**config.mk**
```make
export PLATFORM = sky130hd
export DESIGN_NAME = uart_tx
export DESIGN_NICKNAME = d
export VERILOG_FILES = /design/src/rtl/uart_tx.sv
export SDC_FILE = /design/constraint.sdc
export NUM_CORES = 1
export LEC_CHECK = 0
export BUFFER_PORTS_ARGS = -buffer_cell sky130_fd_sc_hd__clkbuf_2
export CORE_AREA = 4 4 53 67
export CTS_BUF_LIST = sky130_fd_sc_hd__clkbuf_4
export DETAILED_ROUTE_END_ITERATION = 6
export DIE_AREA = 0 0 57 71
export HOLD_SLACK_MARGIN = 0.06
export PLACE_DENSITY = 0.75
export SLEW_MARGIN = 20
export SYNTH_ARGS = -nofsm -noshare
export SYNTH_HDL_FRONTEND = slang
export SYNTH_SLANG_ARGS = --single-unit
```
**constraint.sdc**
```tcl
create_clock -name clk -period 4.4 [get_ports clk]
set_clock_uncertainty 0.1 [all_clocks]
set_input_delay 0.88 -clock clk [delete_from_list [all_inputs] [get_ports clk]]
set_output_delay 0.88 -clock clk [all_outputs]
set_load 0.01 [all_outputs]
```
**src/rtl/uart_tx.sv**
```systemverilog
// UART transmitter: serialises DATA_BITS-wide words LSB first with optional parity and 1 or 2
// stop bits. Words enter through a valid/ready handshake; the bit timing comes from a local divider.
module uart_tx #(
  parameter int unsigned CLK_FREQ     = 100_000_000,
  parameter int unsigned BAUD         = 115200,
  parameter int unsigned CLKS_PER_BIT = CLK_FREQ / BAUD,
  parameter int unsigned DATA_BITS    = 8,
  parameter int unsigned PARITY_EN    = 0,
  parameter int unsigned PARITY_ODD   = 0,
  parameter int unsigned STOP_BITS    = 1
) (
  input  logic                 clk,
  input  logic                 rst,
  input  logic [DATA_BITS-1:0] tx_data,
  input  logic                 tx_valid,
  output logic                 tx_ready,
  output logic                 tx,
  output logic                 busy,
  output logic                 tx_done
);

  localparam int unsigned DIV_W = $clog2(CLKS_PER_BIT);
  localparam int unsigned IDX_W = $clog2(DATA_BITS);

  localparam logic [DIV_W-1:0] DivMax   = DIV_W'(CLKS_PER_BIT - 1);
  localparam logic [IDX_W-1:0] LastData = IDX_W'(DATA_BITS - 1);
  localparam logic [IDX_W-1:0] LastStop = IDX_W'(STOP_BITS - 1);
  localparam logic             OddPar   = (PARITY_ODD != 0);

  typedef enum logic [2:0] {StIdle, StStart, StData, StParity, StStop} state_e;

  state_e               state_q, state_d;
  logic [DIV_W-1:0]     div_q, div_d;
  logic [IDX_W-1:0]     idx_q, idx_d;
  logic [DATA_BITS-1:0] shift_q, shift_d;
  logic                 par_q, par_d;
  logic                 tx_q, tx_d;
  logic                 ready_q, busy_q, done_q, done_d;
  logic                 bit_end;

  assign bit_end  = (div_q == DivMax);
  assign tx       = tx_q;
  assign tx_ready = ready_q;
  assign busy     = busy_q;
  assign tx_done  = done_q;

  always_comb begin
    state_d = state_q;
    div_d   = div_q;
    idx_d   = idx_q;
    shift_d = shift_q;
    par_d   = par_q;
    done_d  = 1'b0;

    if (state_q != StIdle) begin
      div_d = bit_end ? '0 : div_q + DIV_W'(1);
    end

    unique case (state_q)
      StIdle: begin
        // Divider parked at zero so the start bit always gets a full period.
        div_d = '0;
        if (tx_valid && ready_q) begin
          shift_d = tx_data;
          par_d   = (^tx_data) ^ OddPar;
          idx_d   = '0;
          state_d = StStart;
        end
      end
      StStart: begin
        if (bit_end) state_d = StData;
      end
      StData: begin
        if (bit_end) begin
          shift_d = shift_q >> 1;
          if (idx_q == LastData) begin
            idx_d   = '0;
            state_d = (PARITY_EN != 0) ? StParity : StStop;
          end else begin
            idx_d = idx_q + IDX_W'(1);
          end
        end
      end
      StParity: begin
        if (bit_end) state_d = StStop;
      end
      StStop: begin
        // idx_q doubles as the stop-bit counter.
        if (bit_end) begin
          if (idx_q == LastStop) begin
            idx_d   = '0;
            state_d = StIdle;
            done_d  = 1'b1;
          end else begin
            idx_d = idx_q + IDX_W'(1);
          end
        end
      end
      default: state_d = StIdle;
    endcase

    // Outputs are registered from the next state so they line up with state_q.
    tx_d = 1'b1;
    case (state_d)
      StStart:  tx_d = 1'b0;
      StData:   tx_d = shift_d[0];
      StParity: tx_d = par_d;
      default:  tx_d = 1'b1;
    endcase
  end

  always_ff @(posedge clk or negedge rst) begin
    if (!rst) begin
      state_q <= StIdle;
      div_q   <= '0;
      idx_q   <= '0;
      shift_q <= '0;
      par_q   <= 1'b0;
      tx_q    <= 1'b1;
      ready_q <= 1'b1;
      busy_q  <= 1'b0;
      done_q  <= 1'b0;
    end else begin
      state_q <= state_d;
      div_q   <= div_d;
      idx_q   <= idx_d;
      shift_q <= shift_d;
      par_q   <= par_d;
      tx_q    <= tx_d;
      ready_q <= (state_d == StIdle);
      busy_q  <= (state_d != StIdle);
      done_q  <= done_d;
    end
  end

endmodule

```
==> results of run 1 <==
[sequential cells by signal (all words and copies together) (netlist names)]
signal and count:
div_q 10, tx 1, par_q 1, busy 1
tx_ready 1, tx_done 1, shift_q 8, state_q 3
idx_q 3
[worst max-delay path by stage]
stage          endpoint  depth (start not counted)
2_1_floorplan      busy                          5
3_3_place_gp       busy                          5
3_5_place_dp       busy                          5
4_1_cts            busy                          5
5_1_grt              tx                          6
6_report           busy                          5
[cell families after synthesis]
family	Yosys count	share of synthesized area, %
adders and majority gates	4	3.413
AOI/OAI and AO/OA	25	12.03
DFF	29	49.66
buffers and inverters	8	2.047
and+or+nand+nor	67	24.49
xor gates and xnor gates	14	8.362
[stage by stage]
stage / setup slack, ns / area [um2]
after floorplan: 2.100 / 1466
after global placement: 2.041 / 1567
after detailed placement: 1.992 / 1567
after CTS: 1.967 / 1617
after global routing: 1.888 / 1617
final: 1.970 / 1617
[cell usage in the layout, fill, tap and decap left out, types with 3 or more instances in the layout]
cell / n
nor2_1: 13
nand2_1: 21
xnor2_1: 12
clkbuf_4: 5
inv_1: 4
o21ai_0: 4
a31o_2: 3
a21oi_1: 4
a22oi_1: 7
nand3_1: 5
nand2b_1: 4
dfrtp_1: 27
ha_1: 4
clkbuf_2: 14
nor3_1: 5
[power groups by stage]
stage | Clock [mW] | Combinational, mW | Sequential, mW
2_1_floorplan | 0 | 0.132 | 0.369
3_3_place_gp | 0 | 0.164 | 0.378
3_5_place_dp | 0 | 0.170 | 0.381
4_1_cts | 0.154 | 0.172 | 0.376
5_1_grt | 0.167 | 0.197 | 0.387
6_report | 0.146 | 0.169 | 0.376
[area by class of cell]
cell class / count / area share, %
Clock inverter: 3 / 0.7740
Clock buffer: 5 / 2.322
Sequential cell: 29 / 45.05
Tap cell: 36 / 2.786
Multi-Input combinational cell: 110 / 43.81
Inverter: 4 / 0.9288
Timing Repair Buffer: 14 / 4.334
[critical path: cells and delay by family, from the launching register on]
family / cells / cell delay, ns
DFF: 1 / 0.39
AOI/OAI and AO/OA: 1 / 0.31
adders and majority gates: 1 / 0.23
and+or+nand+nor: 3 / 1.28
[per-layer routing]
metal  up-vias  global-route usage, %
li1        556                      -
met1       549                  18.87
met2        25                  26.81
met3        11                  6.387
met4         0                  10.05
met5         -                      0
==> metrics.yaml, run 1 <==
syn_area_per_cell_um2: 9.976
crit_start: "div_q[1]"
rsz0062_at_grt: "false"
multi_input_area_um2: 708.2
wl_met1_um: 1165
hold_viol: 0
wl_met3_um: 137
final.setup.tns_ns: 0
drt-total-wl_um: 2900
seqPwrFrac_pct: 54.4
postCtsSetupBuffers: 0
crit_path_end_kind: "register"
synth_top_area_share_pct: 46.08
syn-num-nets: 162
numPlacedInstances: 193
holdPathEnd: "div_q[0]"
hold_buffers: 0
p_per_area_nw_per_um2: 427.6
cts_buffer_depth: 2
slew_viol_final: 0
reg2reg_from: "div_q[1]"
finalCriticalPeriod_ns: 2.430
grt_pass1_vias: 1241
routed-wl-met2_um: 1494
highest_layer: "met4"
netSwitchingFraction_pct: 32.30
fin_crit_sh_pct: 55.24
critPathKind: "reg -> reg"
cts_root_buffer: "clkbuf_4"
final_nets: 179
area_growth_pct: 10.24
critPathSlowestCell: "or4_4"
ir_worst_vdd_v: 0.0002720
ys.flop_type: "dfrtp_1"
die_w_um: 57
reg2reg_to: "busy"
die_height_um: 71
cap_violations: 0
power.total_mw: 0.6913
synth_area_leader_cell: "dfrtp_1"
overflow: 0
viasPerCell: 5.677
ctsHtreeMaxLevel: 2
setup_violations: 0
clk_latency_ns: 0.33
synth_most_common_cell: "dfrtp_1"
max_stage_delay_ns: 0.50
core_um2: 2918
ys_seq_area_share_pct: 49.66
cts_made_buffers: 5
yosys_warnings: 0
first_pass_iters: 4
syn_inst: 147
grt_use_total_pct: 16.82
synth.top_cells.by_count: "dfrtp_1, nand2_1, nor2_1"
synthTopCellsByArea: "dfrtp_1, xnor2_1, nand2_1"
hp-class: "reg -> reg"
port_buffers: 14
grt_max_degree: 30
ant_nets: 0
clock_sinks: 29
reg2reg_slack_ns: 1.97
crit_chain: "ha_1 > or3b_4 > or4_4 > a32o_2 > or3_1"
p_switching_mw: 0.2233
nFillCells: 286
num_rows: 22
hpwl_um: 2147
internal_power_mw: 0.4680
required_ns: 4.51
wl_per_cell_um: 14.43
first_iter_violations: 52
antenna_cells: 0
syn_area_um2: 1466
grt_antenna_before_repair: 0
die_area_um2: 4047
final_cells: 201
comb_power_share_pct: 24.5
cts_resized: 0
final_util_pct: 55.40
r2r_cells: 5
place_congestion: 0.8417
synth_cell_types: 38
grt_pass1_wl_um: 5326
holdCritStartpoint: "div_q[0]"
synthArstFlopShare_pct: 100.0
clock.fmax_ghz: 0.4115
p_leak_nw: 0.7277
initial_core_util_pct: 50.26
path_clk_slew_ns: 0.09
seq_area_um2: 728.2
ys_seq_elements: 29
clockPowerShare_pct: 21.1
hold_slack_ns: 0.3911
synth_edf_count: 0
tritoncts: "yes"
num_io_pins: 15
outcome: "complete, no violations"
critPathMaxFanout: 5
drc: 0
cp-start-kind: "register"
max-slew-margin-rel_pct: 51.63
cp_data_arrival_time_ns: 2.54
via_count: 1141
min_path_cells: 1
layout-drive-gt1-share_pct: 19.39
worst_pin_slew_ns: 0.7256
Power figures use the tool's default switching activity.
==> run 2: changes to the inputs <==
ABC_AREA = 1   (was unset)
CORE_AREA = 4 4 57 72   (was 4 4 53 67)
DIE_AREA = 0 0 61 76   (was 0 0 57 71)
PLACE_DENSITY = 0.74   (was 0.75)
clock period = 2.4 ns   (was 4.4 ns; I/O delays follow)
==> run 2 against run 1 <==
Effect of this change: maximum frequency up 29%; largest power group unchanged; sequential power up 72%; combinational power up 78%; critical endpoint is now tx; core utilization down 1.4 points; first-iteration DRC count up 63%; worst hold slack worse by 0.30 ns; die area up 15%.
==> metrics.yaml, run 2 <==
synthArstFlopShare_pct: 100.0
path_clk_slew_ns: 0.09
seq_area_um2: 728.2
critPathSlowestCell: "dfrtp_1"
grt_max_degree: 30
hpwl_um: 2494
cp_data_arrival_time_ns: 2.04
syn_area_um2: 1708
ir_worst_vdd_v: 0.0003679
grt.met1_usage_pct: 20.96
synth_most_common_cell: "nand2_1"
clk_latency_ns: 0.32
cts_resized: 0
hold_slack_ns: 0.09005
place_congestion: 0.7888
synth_top_area_share_pct: 39.56
max-slew-margin-rel_pct: 52.95
initial_core_util_pct: 49.89
outcome: "complete, no violations"
wl_per_cell_um: 11.26
final_area_um2: 1849
layout_commonest_cell: "nand2_1"
final_cells: 287
core_um2: 3423
worst_slack_ns: 0.5168
comb_power_share_pct: 24.2
synth_area_leader_cell: "dfrtp_1"
slew_viol_final: 0
layout_top_registers: "div_q: 10 flops, shift_q: 8 flops"
num_io_pins: 15
cts_buffer_depth: 2
cts_made_buffers: 5
clock.fmax_ghz: 0.5310
syn_inst: 229
hold_buffers: 0
crit_buf_inv: 1
tritoncts: "yes"
final_util_pct: 54.02
power.total_mw: 1.237
seqPwrFrac_pct: 52.4
yosys_warnings: 0
grt_pass1_wl_um: 6003
cp-start-kind: "register"
synth_cell_types: 26
die_height_um: 76
critPathMaxFanout: 11
numPlacedInstances: 279
p_switching_mw: 0.3951
first_iter_violations: 85
synth.top_cells.by_count: "nand2_1, inv_1, dfrtp_1"
grt_use_total_pct: 17.23
drt-total-wl_um: 3231
cap_violations: 0
ys_seq_elements: 29
gr-usage-met2_pct: 26.87
top_usage_layer: "met2"
clockPowerShare_pct: 23.4
cp_top_family: "simple AND/OR/NAND/NOR gates"
die_area_um2: 4636
mostFrequentLayoutCells: "nand2_1, inv_1, dfrtp_1"
syn_area_per_cell_um2: 7.458
overflow: 0
required_ns: 2.56
hold_viol: 0
antenna_cells: 0
internal_power_mw: 0.8423
die_w_um: 61
clock_sinks: 29
num_rows: 24
p_per_area_nw_per_um2: 669.1
setup_violations: 0
ctsHtreeMaxLevel: 2
multi_input_area_um2: 807.0
top_register: "div_q"
grt_pass1_vias: 1411
viasPerCell: 4.899
postCtsSetupBuffers: 0
layout-drive-gt1-share_pct: 16.53
fin_crit_sh_pct: 78.47
ant_nets: 0
via_count: 1406
synth_edf_count: 0
grt_antenna_before_repair: 0
nFillCells: 362
port_buffers: 14
worst_pin_slew_ns: 0.7057
area_growth_pct: 8.278
grtUsageMet3_pct: 4.576
drc: 0
finalCriticalPeriod_ns: 1.883
crit_path_end_kind: "register"
final_nets: 262
dpl-instance-area_um2: 1793
first_pass_iters: 4
cts_root_buffer: "clkbuf_4"
max_stage_delay_ns: 0.49
pre_cts_ws_ns: 0.5520
rsz0062_at_grt: "false"
p_leak_nw: 0.9994
largest_reg_flops: 10
final.setup.tns_ns: 0
syn-num-nets: 244
synthTopCellsByArea: "dfrtp_1, nand2_1, inv_1"
ys.flop_type: "dfrtp_1"
critPathKind: "reg -> reg"
netSwitchingFraction_pct: 31.93
crit_chain: "nor2_1 > nand2_1 > nor2_2 > inv_1 > nor2_1 > nor2_1 > nand2_1 > nand2_1 > nand3_1"
hp-class: "in -> async"
ys_seq_area_share_pct: 42.64
-- run 2: cell count changes after synthesis, sizes merged, moves of 3 or more --
cell	before	now
a21oi	4	7
a31o	3	0
clkbuf	3	0
inv	4	37
nand2	21	74
nand2b	4	0
nand3	5	14
nand4	0	4
nor2	13	29
nor4	3	0
o21ai	4	12
xnor2	12	1
-- run 2: area by class of cell --
cell class	count	area share (%)
Multi-Input combinational cell	160	43.64
Clock buffer	7	2.842
Inverter	37	7.510
Clock inverter	1	0.2030
Sequential cell	29	39.38
Timing Repair Buffer	14	3.789
Tap cell	39	2.639
-- run 2: power by group through the flow --
stage	clock, mW	sequential [mW]	combinational (mW)
global route	0.335	0.661	0.358
finish	0.289	0.648	0.300
floorplan	0	0.649	0.219
detailed placement	0	0.660	0.305
CTS	0.307	0.651	0.306
global placement	0	0.654	0.295
-- run 2: worst paths after layout --
check | from | end | slack [ns] | depth (start not counted)
worst max-delay path | state_q[2] | tx | 0.52 | 9
worst min-delay path | rst | idx_q[2] | 0.09 | 1
worst max register to register | state_q[2] | tx | 0.52 | 9
worst min register to register | div_q[0] | div_q[0] | 0.36 | 1
max in group asynchronous | rst | div_q[5] | 1.65 | 1
min in group clk | tx_data[1] | shift_q[1] | 0.34 | 3
-- run 2: cell families (layout without fill, tap and decap cells) --
| logic type | after synthesis | in the layout | share of synthesized area, % |
|---|---|---|---|
| AOI/OAI and AO/OA | 27 | 27 | 10.48 |
| xor gates and xnor gates | 2 | 2 | 1.026 |
| adders and majority gates | 4 | 4 | 2.931 |
| buffers and inverters | 40 | 59 | 10.11 |
| DFF | 29 | 29 | 42.64 |
| and+or+nand+nor | 127 | 127 | 32.82 |
-- run 2: worst register-to-register path, delay by kind of cell, from the launching register on --
| kind | cells | cell delay, ns |
|---|---|---|
| AND/OR/NAND/NOR | 8 | 1.07 |
| flip-flops | 1 | 0.49 |
| buffers and inverters | 1 | 0.15 |
-- run 2: metal layers --
| metal | vias to the layer above | routed length [um] |
|---|---|---|
| met5 | - | 0 |
| met2 | 18 | 1610 |
| li1 | 756 | - |
| met4 | 0 | 69 |
| met1 | 627 | 1455 |
| met3 | 5 | 96 |
